File: src/rtl/param_byte_memory.sv
// param_byte_memory: DEPTH x DATA_W single-port store with registered read, hardware zero-fill and busy flag.
// Optional PARAM_BYTE_MEMORY_PARITY_EN adds a per-word even-parity bit and a par_err output.
module param_byte_memory #(
  parameter int DATA_W = 8,
  parameter int ADDR_W = 2,
  parameter int DEPTH  = 4
) (
  input  logic              clk,
  input  logic              rst,
  input  logic              en,
  input  logic              wr,
  input  logic [ADDR_W-1:0] adr,
  input  logic [DATA_W-1:0] data,
  input  logic              clr,
  output logic [DATA_W-1:0] out,
  output logic              out_valid,
`ifdef PARAM_BYTE_MEMORY_PARITY_EN
  output logic              par_err,
`endif
  output logic              busy
);
`ifdef PARAM_BYTE_MEMORY_PARITY_EN
  localparam int MW = DATA_W + 1;
`else
  localparam int MW = DATA_W;
`endif
  typedef enum logic {IDLE, CLEAR} state_t;
  state_t            state;
  logic [ADDR_W-1:0] cnt;
  logic [MW-1:0]     mem [DEPTH];
  logic [MW-1:0]     wdat;
  logic              ok;
  logic              last;
`ifdef PARAM_BYTE_MEMORY_PARITY_EN
  assign wdat = {^data, data};
`else
  assign wdat = data;
`endif
  assign ok   = 32'(adr) < DEPTH;
  assign last = cnt == ADDR_W'(DEPTH - 1);
  always_ff @(posedge clk) begin
    if (rst) begin
      state     <= CLEAR;
      cnt       <= '0;
      busy      <= 1'b1;
      out       <= '0;
      out_valid <= 1'b0;
`ifdef PARAM_BYTE_MEMORY_PARITY_EN
      par_err   <= 1'b0;
`endif
    end else if (state == CLEAR) begin
      mem[cnt]  <= '0;
      out_valid <= 1'b0;
      cnt       <= last ? '0 : cnt + 1'b1;
      if (last) begin
        state <= IDLE;
        busy  <= 1'b0;
      end
    end else if (clr) begin
      state     <= CLEAR;
      cnt       <= '0;
      busy      <= 1'b1;
      out_valid <= 1'b0;
    end else begin
      out_valid <= en && !wr;
      if (en && wr && ok) mem[adr] <= wdat;
      if (en && !wr) begin
        out <= ok ? mem[adr][DATA_W-1:0] : '0;
`ifdef PARAM_BYTE_MEMORY_PARITY_EN
        par_err <= ok ? ^mem[adr] : 1'b0;
`endif
      end
    end
  end
endmodule
File: config.mk
export PLATFORM = sky130hd
export DESIGN_NAME = param_byte_memory
export DESIGN_NICKNAME = d
export VERILOG_FILES = /design/src/rtl/param_byte_memory.sv
export SDC_FILE = /design/constraint.sdc
export NUM_CORES = 1
export LEC_CHECK = 0
export ABC_AREA = 1
export CAP_MARGIN = 30
export CORE_UTILIZATION = 50
export CTS_BUF_LIST = sky130_fd_sc_hd__clkbuf_4 sky130_fd_sc_hd__clkbuf_8 sky130_fd_sc_hd__clkbuf_16
export DETAILED_ROUTE_END_ITERATION = 7
export PLACE_DENSITY = 0.83
export SLEW_MARGIN = 25
export SYNTH_ARGS = -nofsm -noshare
export SYNTH_HDL_FRONTEND = slang
export SYNTH_SLANG_ARGS = --single-unit
File: constraint.sdc
create_clock -name clk -period 2.3 [get_ports clk]
set_clock_uncertainty 0.1 [all_clocks]
set_input_delay 0.46 -clock clk [delete_from_list [all_inputs] [get_ports clk]]
set_output_delay 0.46 -clock clk [all_outputs]
set_load 0.005 [all_outputs]
# After elaboration in Yosys (flattened, before gate mapping)
# Memories as Yosys holds them, arrays and structs flattened. A register that Yosys moved wholly into a read port is not among the register bits.
# Cells that the tools add are included.
dict set report totals {
  ff_bits 5
  mem_bits_rw 32
  input_bits 15
  output_inout_bits 10
  wordCells 38
  memories 1
}
# memory depth width read_ports rd_ports_with_merged_regs wr line
set memory_table {}
lappend memory_table {mem 4 8 1 1 1 30} ;# logic [MW-1:0] mem [DEPTH];
dict set report classes {
  n_addsub 1
  eq_ne 2
  n_mux 20
  bitwise_logic 2
  reduce_logical 8
}
# cell n
set op_table {}
lappend op_table {{$mux W1} 15}
lappend op_table {{$mux W2} 4}
lappend op_table {{$mux W8} 1}
lappend op_table {{$reduce_or A8 Y1} 1}
lappend op_table {{$reduce_and A3 Y1} 1}
lappend op_table {{$reduce_or A3 Y1} 1}
lappend op_table {{$add A2 B1 Y2 const B} 1}
lappend op_table {{$eq A2 B2 Y1 const B} 1}
lappend op_table {{$logic_and A1 B1 Y1} 2}
lappend op_table {{$ne A2 B1 Y1 const B} 1}
lappend op_table {{$not A1 Y1} 2}
lappend op_table {{$reduce_and A2 Y1} 1}
lappend op_table {{$reduce_bool A2 Y1} 1}
lappend op_table {{$logic_not A1 Y1} 1}

# Depth between registers and ports, before layout
# Gate-level depths: netlist (run 1).
dict set report depth {
  word_depth 8
  mapped_depth 9
  ltp_nobuf 7
}

# Worst setup path before layout (run 1)
# OpenSTA, ideal clock, no wires.
dict set report synth_path {
  path_type {input to register}
  startpoint {in adr[0]}
  endpoint {mem mem[1][0] (netlist bit), enable pin}
  setup_time_ns 0.370
  arrival_ns 1.403
  required_ns 1.830
  setup_slack_ns 0.426
  path_stages 6
  cell_sequence {buf_2 -> inv_2 -> buf_4 -> nand4_1 -> nand3_1 -> nor2_1}
}
dict set report synth_via {
  elab_chain_len 1
}
# item line
set synth_lines {}
lappend synth_lines {{from (decl)} 12} ;# input logic [ADDR_W-1:0] adr,
lappend synth_lines {{$mux W2 (no source line)} --}
lappend synth_lines {{to (decl)} 30}
# No other way between the ends.

# Final worst setup path (run 1)
dict set report layout_path {
  startpoint {in en}
  endpoint {mem mem[1][7] (netlist bit), enable pin}
}
dict set report layout_via {
  elab_chain_len 8
}
# item line
set layout_lines {}
lappend layout_lines {{from (decl)} 10} ;# input logic en,
lappend layout_lines {{$logic_and A1 B1 Y1 (*)} 66} ;# if (en && wr && ok) mem[adr] <= wdat;
lappend layout_lines {{$mux W1 (*)} 66}
lappend layout_lines {{$mux W1 (*)} 59} ;# end else if (clr) begin
lappend layout_lines {{$mux W1 (*)} 51} ;# end else if (state == CLEAR) begin
lappend layout_lines {{$mux W1 (*)} 42} ;# if (rst) begin
lappend layout_lines {{$mux W1 (not written as such) (*)} 66}
lappend layout_lines {{$reduce_or A8 Y1 (no source line)} --}
lappend layout_lines {{$mux W2 (no source line) or $mux W1 (tied branches)} --}
# Every way passes the cells marked *; elsewhere a longest branch is shown, timed or not.

==> results.md, run 1 <==
- Final worst-path setup slack: 405.9 ps
- Detailed Route WL: 4195 µm
- WHS Endpoint: out[4]$_SDFFE_PP0P_
- Gpl congestion: between 0.8 and 0.9
- Critical Path End Type: flop
- Skew-Pair Late Insertion Delay: 290 ps
- Initial antenna violation count: 0
- Crit path cell chain: clkdlybuf4s50_1, nand2_1, inv_1, nand3_4, nand2_1, o21ai_0, nor2_1, buf_4
- I/O pin count: 25
- Critical path peak fanout: 10
- Power share of the clock group: 0.350
- Critical Path RT: around 2200 ps
- R2R Path End: mem[1][7]$_DFFE_PP_
- Routed len/inst: 13.80 µm
- Most numerous cell in the Yosys netlist: nand2_1
- Post-DP HPWL: 3052 µm
- DP Worst Slack: 103.6 ps
- Top post-synthesis cells by area: edfxtp_1 48%, dfxtp_1 13%, nand2_1 12%
- FF-to-FF path depth: 6
- Mapped Nets: 236
- Router iterations before antenna repair: 4
- Total power: ~1.7 mW
- Peak VDD IR: 0.4512 mV
- Post-CTS setup buffers: 0
- Worst endpoint data arrival time: 1810 ps
- H-tree levels: 2
- CTS tree: done
- Initial DRC Count: 121
- Post-synth top area cell: edfxtp_1
- # DRC: 0
- Tcrit/Tclk final: 0.8235
- Antenna cells: 0
- Net Switching: 377.1 µW
- Power per Cell Area: 695.2 nW/µm²
- Yosys reg bits: 45
- Die X: 65.08 µm
- Slowest cell delay on critical path: 490 ps
- Slew Limit Headroom: 0.7422
- RSZ-0062 raised after global routing: false
- Area share of the largest cell type after synthesis: 0.4830
- CTS Hold Bufs: 0
- Max Cap Violations: 0
- Worst-Margin Slew: slightly below 400 ps
- EDFF count, synth: 32
- Yosys warning count: 0
- Max Slew Vio Count: 0
- Post_cts resized: 0
- Largest buffer count on any clock path: 2
- Antenna-violating nets left: 0
- IO Port Bufs: 24
- First-pass GRT wire length: 6789 µm
- Grt ovf: 0
- Num CTS Buffers: 5
- CTS sink count: 45
- Top_reg_cell synth: edfxtp_1
- Vias in the first global route: around 1400
- Root Driver: clkbuf_8
- Worst r2r src: state$_SDFF_PP1_
- Tmin final: about 1900 ps
- Largest net degree at the start of global routing: 17
- Row count: 22
- Pint: 1.317 mW
- CORE AREA: 3744 µm²
- Die ar.: 4235 µm²
- HP Class: flop to flop
- Avg Inst Size Synth: roughly 9 µm²
- Startpoint types: input port
- Synth cell types: 24
- Leakage Power: 1.110 nW
- Worst path slowest cell: clkdlybuf4s50_1
- Syn-to-layout area delta: 22.52%
- Final setup violation count: 0
- Slack of the worst reg-to-reg path: 640 ps
- Final Hold Vio Count: 0
- Mapped Cells: 220
- Max frequency: 528.0 MHz
- Layout fillers: between 300 and 400
- Total number of vias: roughly 1500
- Synth Cell Area: 1989 µm²
- Sequential share of the synthesized area: 0.6138
- GRT Total Usage: 0.2272
- Nets: 271
- DR vias/cell: 4.951
- Switch share: 0.2225
- WHS: 429.3 ps
- Initial Util: 0.5314
- Chip Height: 65.08 µm
- Hold Path Depth: 4
- CP Class: input port to flop
- Clock slew at reported path FFs: around 80 ps
- Sequential share of power: 0.549
- Synth cell count leaders: 63 x nand2_1, 47 x inv_1, 32 x edfxtp_1, 19 x nand3_1, 15 x nor2_1
- Post-synthesis async set-or-reset flop share: 0
- Comb power frac: 0.101
- CP most frequent cell: nand2_1
- Setup tns final: 0 ps
- Outcome: finished, final reports clean
- Layout cell share with drive strength beyond 1: 0.09375
- Hold_sp: out[4]$_SDFFE_PP0P_
how the worst max path moves through the flow:
stage | slack (ps) | start | cells after the start | end
after detailed placement | 100 | en | 8 | mem[1][3]$_DFFE_PP_
final | 410 | en | 8 | mem[1][7]$_DFFE_PP_
after global placement | 150 | en | 8 | mem[1][7]$_DFFE_PP_
after global routing | 280 | en | 8 | mem[2][7]$_DFFE_PP_
after floorplan | 430 | adr[0] | 6 | mem[1][0]$_DFFE_PP_
after CTS | 420 | en | 8 | mem[1][3]$_DFFE_PP_
critical path, delay by kind of cell:
family,cells,cell delay (ps)
compound gates,1,110
buf+inv,3,780
simple gates,4,440
state kept, by name (all words and copies together) (netlist names):
register	flops
out_valid	1
busy	1
mem	32
out	8
state	1
cnt	2
per-layer routing:
metal	up-vias	wire (µm)	track usage
met5	-	0	0
met4	0	97	0.1005
met3	11	364	0.05106
met2	86	1967	0.3581
met1	652	1766	0.2992
li1	756	-	-
power by group through the flow:
stage / sequential (mW) / combinational (mW) / clock [mW]
final: 0.930 / 0.172 / 0.592
after global routing: 0.934 / 0.190 / 0.631
after CTS: 0.930 / 0.170 / 0.602
after detailed placement: 0.949 / 0.169 / 0
after global placement: 0.947 / 0.165 / 0
after floorplan: 0.943 / 0.0985 / 0
placed cells by master (no fill, tap or decap):
master            n
a211oi_1          1
nor2_1           15
clkinv_1          2
dfxtp_1          13
clkinv_2          1
edfxtp_1         32
o211ai_1          1
nand3_1          19
a22oi_1           1
buf_4            10
clkdlybuf4s50_1  24
clkbuf_4          1
nand2_2           2
nand4_1           2
nand2_1          63
inv_1            47
clkbuf_8          5
nand3_4           1
o21ai_0           3
inv_2             1
bufinv_16         1
nand3_2           1
a21oi_1           8
nor2_4            1
ha_1              1
cells by family after synthesis:
family / after synthesis / synth area share
simple gates: 104 / 0.2270
flops: 45 / 0.6138
buf+inv: 56 / 0.1138
fa+ha+maj: 1 / 0.006288
compound gates: 14 / 0.03900
stage by stage:
stage / utilization / cell area [µm²] / cells
2_1_floorplan: - / 1989 / 220
3_3_place_gp: 0.6217 / 2327 / 296
3_5_place_dp: 0.6217 / 2327 / 296
4_1_cts: 0.6511 / 2437 / 304
5_1_grt: 0.6511 / 2437 / 304
6_report: 0.6511 / 2437 / 304
layout make-up:
type | count | area (µm²) | share of cell area
clock buffers | 6 | 76.32 | 0.03131
clock inverters | 2 | 33.78 | 0.01386
inverters | 50 | 188.9 | 0.07752
multi-input cells | 119 | 541.8 | 0.2223
flip-flops and latches | 45 | 1221 | 0.5010
well taps | 48 | 60.06 | 0.02464
repair buffers | 34 | 315.3 | 0.1294
No activity file was read; power rests on OpenSTA's default activity.
==> run 2, diff against run 1 <==
- CORE_UTILIZATION: 50 -> 49
- PLACE_DENSITY: 0.83 -> 0.85
- clock period: 2.3 -> 1.6 ns (I/O delays scaled with it)
==> results.md, run 2 (synthesis gave the netlist of run 1 again) <==
- Outcome: finished, final reports clean
- Layout cell share with drive strength beyond 1: 0.2190 (+0.1252)
- Worst endpoint data arrival time: 1470 ps (-340 ps)
- H-tree levels: 2 (unchanged)
- Routed len/inst: 14.82 µm (+7.4%)
- Antenna-violating nets left: 0 (unchanged)
- Most frequent cells in the layout: 60 x nand2_1, 45 x inv_1, 32 x edfxtp_1
- Clock slew at reported path FFs: 80 ps (about the same)
- I/O pin count: 25 (unchanged)
- HP Class: flop to flop
- Tcrit/Tclk final: 0.9715
- Initial antenna violation count: 0 (unchanged)
- CTS Hold Bufs: 0 (unchanged)
- Total power: 2.474 mW (+46%)
- Final Util: 0.7077 (+0.05663)
- Syn-to-layout area delta: 34.15%
- Crit path cell chain: dlygate4sd2_1, nor2_4, nand3_4, nand2_2, o21ai_2, buf_4, nor2_4, buf_6
- DP Worst Slack: -528.8 ps (-632.5 ps)
- Root Driver: clkbuf_8
- CTS sink count: 45 (unchanged)
- Tmin final: ~1600 ps
- Skew-Pair Late Insertion Delay: 290 ps (about the same)
- Max reg flops: 32 (unchanged)
- Final worst-path setup slack: 45.56 ps (-360.4 ps)
- Worst path slowest cell: dlygate4sd2_1
- Die ar.: 4319 µm² (+2.0%)
- Largest buffer count on any clock path: 2 (unchanged)
- Leakage Power: 1.254 nW (+13%)
- Grt ovf: 0 (unchanged)
- # DRC: 0 (unchanged)
- Post-DP HPWL: 3115 µm (+2.1%)
- CTS tree: done
- Slowest cell delay on critical path: 290 ps (-200 ps)
- Max Slew Vio Count: 0 (unchanged)
- DR vias/cell: 4.975 (+0.49%)
- Worst path buffer plus inverter count: 3 (unchanged)
- Cell family with most CP delay: buffers and inverters
- Worst-Margin Slew: 261.9 ps (-123.4 ps)
- RSZ-0062 raised after global routing: true
- Gpl congestion: 0.8555 (about the same)
- Max frequency: 643.3 MHz
- Detailed Route WL: 4772 µm (+14%)
- Antenna cells: 0 (unchanged)
- Startpoint types: input port
- Nets: 290 (+7.0%)
- CORE AREA: 3771 µm² (+0.74%)
- Commonest non-fill, non-tap cell in the layout: nand2_1
- Largest net degree at the start of global routing: 17 (unchanged)
- Max Cap Violations: 0 (unchanged)
- Initial DRC Count: 141 (+17%)
- DP Area: 2472 µm² (+6.2%)
- Critical path peak fanout: 8 (-2)
- Chip Height: 65.72 µm (+0.99%)
- Critical Path RT: 1520 ps (-690 ps)
- Total number of vias: 1602 (+6.4%)
- Die X: 65.72 µm (+0.99%)
- First-pass GRT wire length: 7562 µm (+11%)
- Critical Path End Type: flop
- Finished Cell Area: 2669 µm² (+9.5%)
- Slew Limit Headroom: 0.8251 (+0.08292)
- Most flops, register: mem
- IO Port Bufs: 24 (unchanged)
- Row count: 22 (unchanged)
- Largest registers: mem (32), out (8), cnt (2)
- Vias in the first global route: 1586 (+15%)
- GRT Total Usage: 0.2509 (+0.02371)
- Setup tns final: 0 ps (unchanged)
- Num CTS Buffers: 5 (unchanged)
- Power per Cell Area: 927.1 nW/µm² (+33%)
- Final setup violation count: 0 (unchanged)
- Peak VDD IR: 0.5946 mV (+32%)
- Router iterations before antenna repair: 4 (unchanged)
- Initial Util: 0.5275 (-0.003879)
- Layout fillers: 267 (-19%)
- CP most frequent cell: nor2_4
- Final Hold Vio Count: 0 (unchanged)
- CP Class: input port to flop
run 2: cell count changes in the layout (fill, tap and decap cells not counted), sizes merged:
cell	before	now
clkbuf	6	5
dlymetal6s2s	0	3
dlygate4sd2	0	4
clkdlybuf4s50	24	17
buf	10	29
run 2: power by group:
part | switching, mW | internal [mW]
Combinational | 0.177 | 0.132
Clock | 0.370 | 0.454
Sequential | 0.0311 | 1.31
run 2: path summary, 6_finish.rpt:
path	start	endpoint	slack (ps)	cells after the start
hold reg to reg	busy$_SDFFE_PP1P_	busy$_SDFFE_PP1P_	380	2
hold / removal	busy$_SDFFE_PP1P_	busy$_SDFFE_PP1P_	380	2
setup reg to reg	state$_SDFF_PP1_	mem[1][7]$_DFFE_PP_	50	7
setup / recovery	clr	mem[1][7]$_DFFE_PP_	50	8
run 2: metal layers:
layer,vias up,part of all wire,GRT usage
met5,-,0,0
met4,0,0.034,0.1603
met3,15,0.059,0.06424
met2,70,0.50,0.4209
met1,728,0.40,0.2802
li1,789,-,-
run 2: worst min-delay path, delay by kind of cell, from the launching register on:
kind	cells	cell delay, ps
buffers and inverters	1	50
AO/OA/AOI/OAI	1	90
flip-flops	1	330
run 2: cell type report:
type / count / area (µm²) / share of cell area
tap: 48 / 60.06 / 0.02250
timing repair buffer: 53 / 475.5 / 0.1782
clock inverter: 2 / 35.03 / 0.01313
clock buffer: 5 / 68.82 / 0.02579
multi-input combinational: 119 / 616.8 / 0.2311
inverter: 50 / 188.9 / 0.07079
sequential: 45 / 1224 / 0.4585
run 2: through the flow:
stage / instances / hold WS, ps
after detailed placement: 314 / 362.6
final: 322 / 380.5
after CTS: 322 / 384.8
after floorplan: 220 / 357.6
after global placement: 314 / 361.1
after global routing: 322 / 401.3
run 2: repair_timing:
item | in CTS | in global routing
buffers inserted | 3 | 0
pin swaps | 5 | 2
resized for setup | 26 | 6
endpoints found under the setup margin | 32 | 66
gates cloned | 0 | 0
==> run 3, diff against run 2 <==
- SLEW_MARGIN: 25 -> not set
==> results of run 3 <==
No change in the layout: final DEF, timing and power equal those of run 2.
